**src/rtl/spi_reg_pkg.sv**
```systemverilog
`default_nettype none
// ============================================================================
// Module  : spi_reg_pkg
// Brief   : Shared types and frame-field constants for the SPI register responder.
// Revision: 1.0
// ============================================================================
package spi_reg_pkg;

    typedef enum logic [1:0] {
        ST_IDLE = 2'd0,
        ST_CMD  = 2'd1,
        ST_DATA = 2'd2,
        ST_DONE = 2'd3
    } state_t;

    localparam int RW_BIT     = 15;
    localparam int LEN_MSB    = 14;
    localparam int LEN_LSB    = 13;
    localparam int ADDR_MSB   = 12;
    localparam int ADDR_LSB   = 8;
    localparam int DATA_MSB   = 7;
    localparam int DATA_LSB   = 0;
    localparam int CMD_BITS   = 8;

    localparam logic [4:0] ID_ADDR    = 5'h1F;
    localparam logic [3:0] CMD_LAST   = 4'd7;
    localparam logic [3:0] FRAME_LAST = 4'd15;

endpackage
`default_nettype wire

```
**src/rtl/spi_edge_sync.sv**
```systemverilog
`default_nettype none
// ============================================================================
// Module  : spi_edge_sync
// Brief   : N-stage synchronizer with registered rise/fall pulses and aligned level.
// Revision: 1.0
// ============================================================================
module spi_edge_sync #(
    parameter int   STAGES = 2,
    parameter logic INIT   = 1'b0
) (
    input  logic clk,
    input  logic rst,
    input  logic din,
    output logic level,
    output logic rise,
    output logic fall
);

    logic [STAGES-1:0] sync;
    logic              prev;

    always_ff @(posedge clk or posedge rst) begin
        if (rst) begin
            sync <= {STAGES{INIT}};
            prev <= INIT;
            rise <= 1'b0;
            fall <= 1'b0;
        end else begin
            sync <= {sync[STAGES-2:0], din};
            prev <= sync[STAGES-1];
            rise <= sync[STAGES-1] & ~prev;
            fall <= ~sync[STAGES-1] & prev;
        end
    end

    // level is taken from the same stage as the pulses so they line up
    assign level = prev;

endmodule
`default_nettype wire

```
**src/rtl/spi_reg_responder.sv**
```systemverilog
`default_nettype none
// ============================================================================
// Module  : spi_reg_responder
// Brief   : Oversampled SPI target for the 16-bit R/W-len-addr-data register protocol.
// Revision: 1.0
// ============================================================================
module spi_reg_responder #(
    parameter logic [7:0] CHIP_ID     = 8'h83,
    parameter int         SYNC_STAGES = 2
) (
    input  logic       clk_in,
    input  logic       rst_in,
    input  logic       spi_scs_in,
    input  logic       spi_sck_in,
    input  logic       spi_sdi_in,
    output logic       spi_sdo_out,
    output logic       spi_sdo_oe_out,
    input  logic [4:0] host_addr_in,
    output logic [7:0] host_data_out,
    output logic       wr_strobe_out,
    output logic [4:0] wr_addr_out,
    output logic [7:0] wr_data_out,
    output logic       frame_err_out
);
    import spi_reg_pkg::*;

    logic scs_level, scs_rise, scs_fall;
    logic sck_level, sck_rise, sck_fall;
    logic sdi_level, sdi_rise, sdi_fall;
    logic unused_edges;

    // SCS chain resets to "selected" so a frame already running at reset release
    // never produces a fall and cannot be resumed.
    spi_edge_sync #(.STAGES(SYNC_STAGES), .INIT(1'b0)) u_scs_sync (
        .clk(clk_in), .rst(rst_in), .din(spi_scs_in),
        .level(scs_level), .rise(scs_rise), .fall(scs_fall)
    );
    spi_edge_sync #(.STAGES(SYNC_STAGES), .INIT(1'b0)) u_sck_sync (
        .clk(clk_in), .rst(rst_in), .din(spi_sck_in),
        .level(sck_level), .rise(sck_rise), .fall(sck_fall)
    );
    spi_edge_sync #(.STAGES(SYNC_STAGES), .INIT(1'b0)) u_sdi_sync (
        .clk(clk_in), .rst(rst_in), .din(spi_sdi_in),
        .level(sdi_level), .rise(sdi_rise), .fall(sdi_fall)
    );

    assign unused_edges = &{scs_level, sck_level, sdi_rise, sdi_fall};

    state_t     state, state_next;
    logic [3:0] bit_cnt;
    logic [7:0] instr, instr_next;
    logic [7:0] wdata, wdata_next;
    logic [7:0] rd_shift;
    logic       is_read;
    logic [4:0] addr, addr_next;
    logic       err_seen;
    logic [7:0] regs [0:31];

    logic       last_rise;
    logic       clr_frame, cnt_inc, shift_cmd, load_cmd, shift_wdata;
    logic       commit, drive_bit, frame_err, end_frame;

    assign instr_next = {instr[6:0], sdi_level};
    assign wdata_next = {wdata[6:0], sdi_level};
    assign addr_next  = instr_next[ADDR_MSB-CMD_BITS:ADDR_LSB-CMD_BITS];
    assign last_rise  = sck_rise && (bit_cnt == FRAME_LAST);

    always_ff @(posedge clk_in or posedge rst_in) begin
        if (rst_in) begin
            state <= ST_IDLE;
        end else begin
            state <= state_next;
        end
    end

    always_comb begin
        state_next = state;
        case (state)
            ST_IDLE: begin
                if (scs_fall) state_next = ST_CMD;
            end
            ST_CMD: begin
                if (scs_rise)
                    state_next = ST_IDLE;
                else if (sck_rise && bit_cnt == CMD_LAST)
                    state_next = ST_DATA;
            end
            ST_DATA: begin
                // the 16th bit completes the frame even if SCS rises alongside it
                if (last_rise)
                    state_next = scs_rise ? ST_IDLE : ST_DONE;
                else if (scs_rise)
                    state_next = ST_IDLE;
            end
            ST_DONE: begin
                if (scs_rise) state_next = ST_IDLE;
            end
            default: state_next = ST_IDLE;
        endcase
    end

    always_comb begin
        clr_frame   = 1'b0;
        cnt_inc     = 1'b0;
        shift_cmd   = 1'b0;
        load_cmd    = 1'b0;
        shift_wdata = 1'b0;
        commit      = 1'b0;
        drive_bit   = 1'b0;
        frame_err   = 1'b0;
        end_frame   = 1'b0;
        case (state)
            ST_IDLE: begin
                clr_frame = scs_fall;
            end
            ST_CMD: begin
                if (scs_rise) begin
                    frame_err = 1'b1;
                    end_frame = 1'b1;
                end else if (sck_rise) begin
                    shift_cmd = 1'b1;
                    cnt_inc   = 1'b1;
                    load_cmd  = (bit_cnt == CMD_LAST);
                end
            end
            ST_DATA: begin
                cnt_inc     = sck_rise;
                shift_wdata = sck_rise && !is_read;
                commit      = last_rise && !is_read && (addr != ID_ADDR);
                frame_err   = scs_rise && !last_rise;
                end_frame   = scs_rise;
                drive_bit   = sck_fall && is_read && !scs_rise;
            end
            ST_DONE: begin
                end_frame = scs_rise;
                frame_err = sck_rise && !err_seen;
            end
            default: ;
        endcase
    end

    always_ff @(posedge clk_in or posedge rst_in) begin
        if (rst_in) begin
            bit_cnt  <= 4'd0;
            instr    <= 8'h00;
            wdata    <= 8'h00;
            rd_shift <= 8'h00;
            is_read  <= 1'b0;
            addr     <= 5'd0;
            err_seen <= 1'b0;
        end else begin
            if (clr_frame) begin
                bit_cnt  <= 4'd0;
                err_seen <= 1'b0;
            end else if (cnt_inc) begin
                bit_cnt <= bit_cnt + 4'd1;
            end
            if (frame_err) err_seen <= 1'b1;
            if (shift_cmd) instr <= instr_next;
            if (shift_wdata) wdata <= wdata_next;
            if (load_cmd) begin
                is_read  <= instr_next[RW_BIT-CMD_BITS];
                addr     <= addr_next;
                rd_shift <= (addr_next == ID_ADDR) ? CHIP_ID : regs[addr_next];
            end else if (drive_bit) begin
                rd_shift <= {rd_shift[6:0], 1'b0};
            end
        end
    end

    always_ff @(posedge clk_in or posedge rst_in) begin
        if (rst_in) begin
            for (int i = 0; i < 32; i++) regs[i] <= 8'h00;
        end else if (commit) begin
            regs[addr] <= wdata_next;
        end
    end

    always_ff @(posedge clk_in or posedge rst_in) begin
        if (rst_in) begin
            spi_sdo_out    <= 1'b0;
            spi_sdo_oe_out <= 1'b0;
            wr_strobe_out  <= 1'b0;
            wr_addr_out    <= 5'd0;
            wr_data_out    <= 8'h00;
            frame_err_out  <= 1'b0;
            host_data_out  <= 8'h00;
        end else begin
            if (end_frame) begin
                spi_sdo_out    <= 1'b0;
                spi_sdo_oe_out <= 1'b0;
            end else if (drive_bit) begin
                spi_sdo_out    <= rd_shift[7];
                spi_sdo_oe_out <= 1'b1;
            end
            wr_strobe_out <= commit;
            if (commit) begin
                wr_addr_out <= addr;
                wr_data_out <= wdata_next;
            end
            frame_err_out <= frame_err;
            host_data_out <= (host_addr_in == ID_ADDR) ? CHIP_ID : regs[host_addr_in];
        end
    end

endmodule
`default_nettype wire

```
**config.mk**
```make
export PLATFORM = sky130hd
export DESIGN_NAME = spi_reg_responder
export DESIGN_NICKNAME = d
export VERILOG_FILES = /design/src/rtl/spi_reg_pkg.sv /design/src/rtl/spi_edge_sync.sv /design/src/rtl/spi_reg_responder.sv
export SDC_FILE = /design/constraint.sdc
export NUM_CORES = 1
export LEC_CHECK = 0
export ABC_AREA = 1
export CAP_MARGIN = 20
export CORE_MARGIN = 1
export CORE_UTILIZATION = 60
export CTS_CLUSTER_DIAMETER = 50
export DETAILED_ROUTE_END_ITERATION = 7
export GPL_TIMING_DRIVEN = 0
export MAX_ROUTING_LAYER = met4
export PLACE_DENSITY = 0.88
export REMOVE_ABC_BUFFERS = 1
export SLEW_MARGIN = 20
export SYNTH_ARGS = -nofsm -noshare
export SYNTH_HDL_FRONTEND = slang
export SYNTH_HIERARCHICAL = 1
export SYNTH_SLANG_ARGS = --single-unit
```
**constraint.sdc**
```tcl
create_clock -name clk_in -period 14.2 [get_ports clk_in]
set_input_delay 2.84 -clock clk_in [delete_from_list [all_inputs] [get_ports clk_in]]
set_output_delay 2.84 -clock clk_in [all_outputs]
set_load 0.005 [all_outputs]
```
==> results.py, run 1 <==
metrics = {
    "outcome": {
        "outcome": "complete, but fails checks",
        "violations": "design-rule violations",
    },
    "power_and_ir_drop": {
        "p_leak_nw": 8.594,
        "total_power_mw": 2.518,
        "pwr_density_cell_nw_per_um2": 132.6,
        "peakVddDrop_mv": 0.1011,
    },
    "routing": {
        "drt-initial-drc-count": 2855,
        "detail_route.wl_per_cell_um": 19.09,
        "drc_errors": 1,
        "firstDrtPassIters": 8,
        "antenna_left": 0,
        "drt-total-wl_mm": 51.39,
        "vias": 16780,
        "vias_per_cell": 6.233,
    },
    "timing": {
        "post-route-period-util_pct": 39.94,
        "rsz0062_at_grt": "false",
        "hold_violations": 0,
        "period_minus_slack_ns": 5.672,
        "hold_ws_ns": 0.3485,
        "setup_tns_ns": 0,
        "slew_viol_final": 0,
        "finalSetupViolations": 0,
        "slew_headroom_pct": 27.52,
        "max_freq_ghz": 0.1763,
        "fin_skew_ns": 0.01533,
        "layout_setup_ws_ns": 8.528,
        "tightest_slew_ns": 1.087,
    },
    "synth": {
        "syn_area_um2": 17250,
        "syn-instance-count": 2367,
        "avgSynthCellArea_um2": 7.288,
        "ys_warn_count": 6,
    },
    "placed_design": {
        "gp_congestion": 0.9881,
        "dpl_cell_area_um2": 17670,
        "io_buffers": 34,
        "dp_cells": 2624,
        "place_ws_ns": 8.190,
        "place_hpwl_mm": 31.29,
    },
    "floorplan": {
        "fp.dieW_um": 171.6,
        "start_util_pct": 61.58,
        "die-area_um2": 29430,
        "io_pins": 35,
        "core-area_um2": 28010,
        "rows": 61,
        "die_h_um": 171.6,
    },
    "final_layout": {
        "area_delta_synth_final_pct": 10.03,
        "final_cells": 2692,
        "fin_area_um2": 18980,
        "drive_gt1_share_pct": 5.099,
        "final_nets": 2304,
        "antenna_cells": 0,
        "fin_util_pct": 67.76,
    },
    "run": {
        "max_cap_viol_count": 0,
    },
    "setup_path": {
        "worstSetupPathType": "in2reg",
        "cp_data_arrival_time_ns": 6.11,
        "worstPathRequired_ns": 14.64,
        "crit_path_end_kind": "flip-flop",
        "startpoint_type": "input port",
        "worstPathMaxFanout": 16,
    },
    "grt": {
        "gr-total-overflow": 0,
        "grt_max_degree": 108,
        "antenna_found_initial": 0,
        "grt_usage_pct": 37.22,
        "first_global_vias": 15830,
        "grt_pass1_wl_mm": 82.52,
    },
    "clock_network": {
        "cts_resized": 0,
        "clock-sinks": 329,
        "path_clk_slew_ns": 0.06,
        "clock-root-buffer": "clkbuf_16",
        "htreeDepth": 2,
        "cts_made_buffers": 39,
        "clk_latency_ns": 0.53,
        "cts_hold_buf": 0,
        "cts_setup_buffers": 0,
        "tritoncts": "yes",
        "cts_max_path_buffers": 3,
    },
    "worst_hold_path": {
        "hold_path_class": "reg2reg",
    },
}
==> worst max-delay path, stage by stage <==
cell             delay, ns
clkdlybuf4s50_1       0.57
clkinv_1              0.59
nor2_1                0.91
inv_1                 0.43
a21oi_1               0.34
nor2_1                0.16
nand2_1               0.08
nand2_1               0.08
nand3_1               0.11
==> final timing paths <==
check / start / to / depth (start not counted) / slack, ns
min: u_sck_sync/sync[0] / u_sck_sync/sync[1] / 0 / 0.35
max: host_addr_in[3] / host_data_out[0] / 9 / 8.53
max reg2reg: state[0] / regs[85] / 8 / 10.40
max in group asynchronous: rst_in / regs[86] / 4 / 9.78
min reg2reg: u_sck_sync/sync[0] / u_sck_sync/sync[1] / 0 / 0.35
min in group asynchronous: rst_in / u_sdi_sync/level / 2 / 2.69
==> placed cells by master, fill, tap and decap left out, types with 2 or more instances in the layout <==
cell type,count
bufinv_16,4
ha_1,6
inv_6,2
nand2_1,690
nor2_1,119
clkbuf_1,9
clkinv_2,6
o211ai_1,44
o21ai_0,380
o22ai_1,11
nand3_1,199
o21ai_1,21
clkdlybuf4s50_1,31
clkbuf_16,41
a22oi_1,3
a31oi_1,2
inv_2,8
nand2_2,14
nor3_4,2
or2_2,11
clkinv_1,7
buf_8,2
buf_12,2
inv_1,212
nor3_2,3
nor3_1,12
buf_16,7
clkbuf_8,5
nand4_1,10
a21oi_1,109
dfrtp_1,327
dfrtp_4,2
==> report_power, final <==
part	switching (mW)	internal, mW
Sequential	0.0489	0.962
Combinational	0.357	0.133
Clock	0.392	0.626
Total	0.798	1.72
==> per-layer routing <==
layer	up-vias	part of all wire (%)	wire [um]	track usage, %
li1	7511	-	-	-
met1	7810	38	19480	48.24
met2	1192	44	22670	54.96
met3	265	12	6123	6.972
met4	0	6.1	3110	21.31
met5	-	0	0	-
==> area by class of cell <==
type / count / area, um2
Inverter: 231 / 883.3
Fill cell: 2226 / 9030
Sequential cell: 329 / 8240
Clock buffer: 55 / 1129
Tap cell: 378 / 473.0
Multi-Input combinational cell: 1642 / 7488
Timing Repair Buffer: 45 / 596.8
Clock inverter: 12 / 170.2
==> sequential cells by signal, summed over array words and instances (netlist names), 2 cells and up <==
name	cells
u_sdi_sync/sync	2
wr_addr_out	5
u_sck_sync/sync	2
instr	7
regs	256
bit_cnt	4
addr	5
host_data_out	8
wr_data_out	8
wdata	7
rd_shift	8
u_scs_sync/sync	2
state	2
(Power assumes the default switching activity.)
==> inputs of run 2 (changes only) <==
Clock period 14.2 ns to 5.35 ns, I/O delays scaled along.
==> results.py, run 2 (same netlist as run 1, synthesis figures left out) <==
metrics = {
    "setup_path": {
        "cp_num_buf_inv": 3,
        "path_cells": "clkdlybuf4s50_1, clkinv_1, nor2_1, inv_1, a21oi_1, nor2_1, nand2_1, nand2_1, nand3_1",
        "worstPathMaxFanout": 16,
        "startpoint_type": "input port",
        "crit_path_max_incr_delay_ns": 0.91,
        "worstPathRequired_ns": 5.79,
        "slowest_stage": "nor2_1",
        "crit_path_end_kind": "flip-flop",
        "cp_top_family": "buffers and inverters",
        "cp_data_arrival_time_ns": 4.31,
        "worstSetupPathType": "in2reg",
    },
    "final_layout": {
        "fin_util_pct": 67.76,
        "drive_gt1_share_pct": 5.099,
        "final_nets": 2304,
        "final_common_cell": "nand2_1",
        "fin_area_um2": 18980,
        "layout_common_cells": "nand2_1, o21ai_0, dfrtp_1",
        "antenna_cells": 0,
        "largest_register_ffs": 256,
        "area_delta_synth_final_pct": 10.03,
        "fillers": 2226,
        "largest-register": "regs",
    },
    "grt": {
        "grt_max_degree": 108,
        "first_global_vias": 15820,
        "antenna_found_initial": 0,
        "grt_usage_pct": 37.23,
        "grt_pass1_wl_mm": 82.58,
        "gr-total-overflow": 0,
    },
    "routing": {
        "drt-initial-drc-count": 3022,
        "drc_errors": 0,
        "detail_route.wl_per_cell_um": 19.13,
        "antenna_left": 0,
        "drt-total-wl_mm": 51.50,
        "vias_per_cell": 6.253,
        "vias": 16830,
        "firstDrtPassIters": 7,
    },
    "clock_network": {
        "cts_hold_buf": 0,
        "clock-sinks": 329,
        "path_clk_slew_ns": 0.06,
        "clk_latency_ns": 0.53,
        "cts_max_path_buffers": 3,
        "htreeDepth": 2,
        "cts_resized": 0,
        "cts_setup_buffers": 0,
        "clock-root-buffer": "clkbuf_16",
        "cts_made_buffers": 39,
        "tritoncts": "yes",
    },
    "placed_design": {
        "gp_congestion": 0.9881,
        "place_hpwl_mm": 31.29,
        "place_ws_ns": 1.110,
        "dpl_cell_area_um2": 17670,
        "io_buffers": 34,
    },
    "timing": {
        "max_freq_ghz": 0.2584,
        "hold_violations": 0,
        "fin_skew_ns": 0.01313,
        "slew_headroom_pct": 26.42,
        "rsz0062_at_grt": "false",
        "period_minus_slack_ns": 3.870,
        "layout_setup_ws_ns": 1.480,
        "hold_ws_ns": 0.3485,
        "slew_viol_final": 0,
        "finalSetupViolations": 0,
        "post-route-period-util_pct": 72.34,
        "tightest_slew_ns": 1.104,
    },
    "floorplan": {
        "die-area_um2": 29430,
        "io_pins": 35,
        "rows": 61,
        "die_h_um": 171.6,
        "core-area_um2": 28010,
        "start_util_pct": 61.58,
        "fp.dieW_um": 171.6,
    },
    "power_and_ir_drop": {
        "peakVddDrop_mv": 0.2676,
        "pwr_density_cell_nw_per_um2": 352.2,
        "total_power_mw": 6.686,
        "p_leak_nw": 8.594,
    },
    "outcome": {
        "outcome": "finished clean",
    },
    "run": {
        "max_cap_viol_count": 0,
    },
    "worst_hold_path": {
        "hold_path_class": "reg2reg",
    },
}
-- run 2: cell counts in the layout (fill, tap and decap cells not counted) --
No cell type changed its count.
-- run 2: power breakdown --
part | total [mW] | leakage, nW | switching (mW) | internal [mW]
sequential | 2.68 | 4.54 | 0.131 | 2.55
combinational | 1.30 | 3.41 | 0.947 | 0.353
clock | 2.70 | 0.637 | 1.04 | 1.66
-- run 2: worst paths after layout --
kind	start	end	slack [ns]	depth (start not counted)
min reg2reg	u_sck_sync/sync[0]	u_sck_sync/sync[1]	0.35	0
max	host_addr_in[3]	host_data_out[0]	1.48	9
min in group asynchronous	rst_in	u_sdi_sync/level	0.92	2
max in group asynchronous	rst_in	regs[81]	2.72	4
max reg2reg	state[0]	regs[83]	1.56	9
min	u_sck_sync/sync[0]	u_sck_sync/sync[1]	0.35	0
-- run 2: area by class of cell --
class                      instances  area, um2  share of cell area, %
clock buffer                      55       1129                  5.946
clock inverter                    12      170.2                 0.8965
inverter                         231      883.3                  4.654
multi-input combinational       1642       7488                  39.45
sequential                       329       8240                  43.41
tap                              378      473.0                  2.492
timing repair buffer              45      596.8                  3.144
-- run 2: through the flow --
stage,instances,setup TNS [ns]
after global placement,2614,-2810.74
after CTS,2691,0
after floorplan,2202,-1434.82
final,2692,0
after detailed placement,2624,0
after global routing,2692,0
-- run 2: per-layer routing --
layer	vias up	part of all wire [%]	wire, um	track usage (%)
met5	-	0	0	-
met4	0	6.2	3187	20.46
met3	276	12	5976	7.225
met2	1139	44	22650	55.38
met1	7899	38	19690	48.06
li1	7518	-	-	-
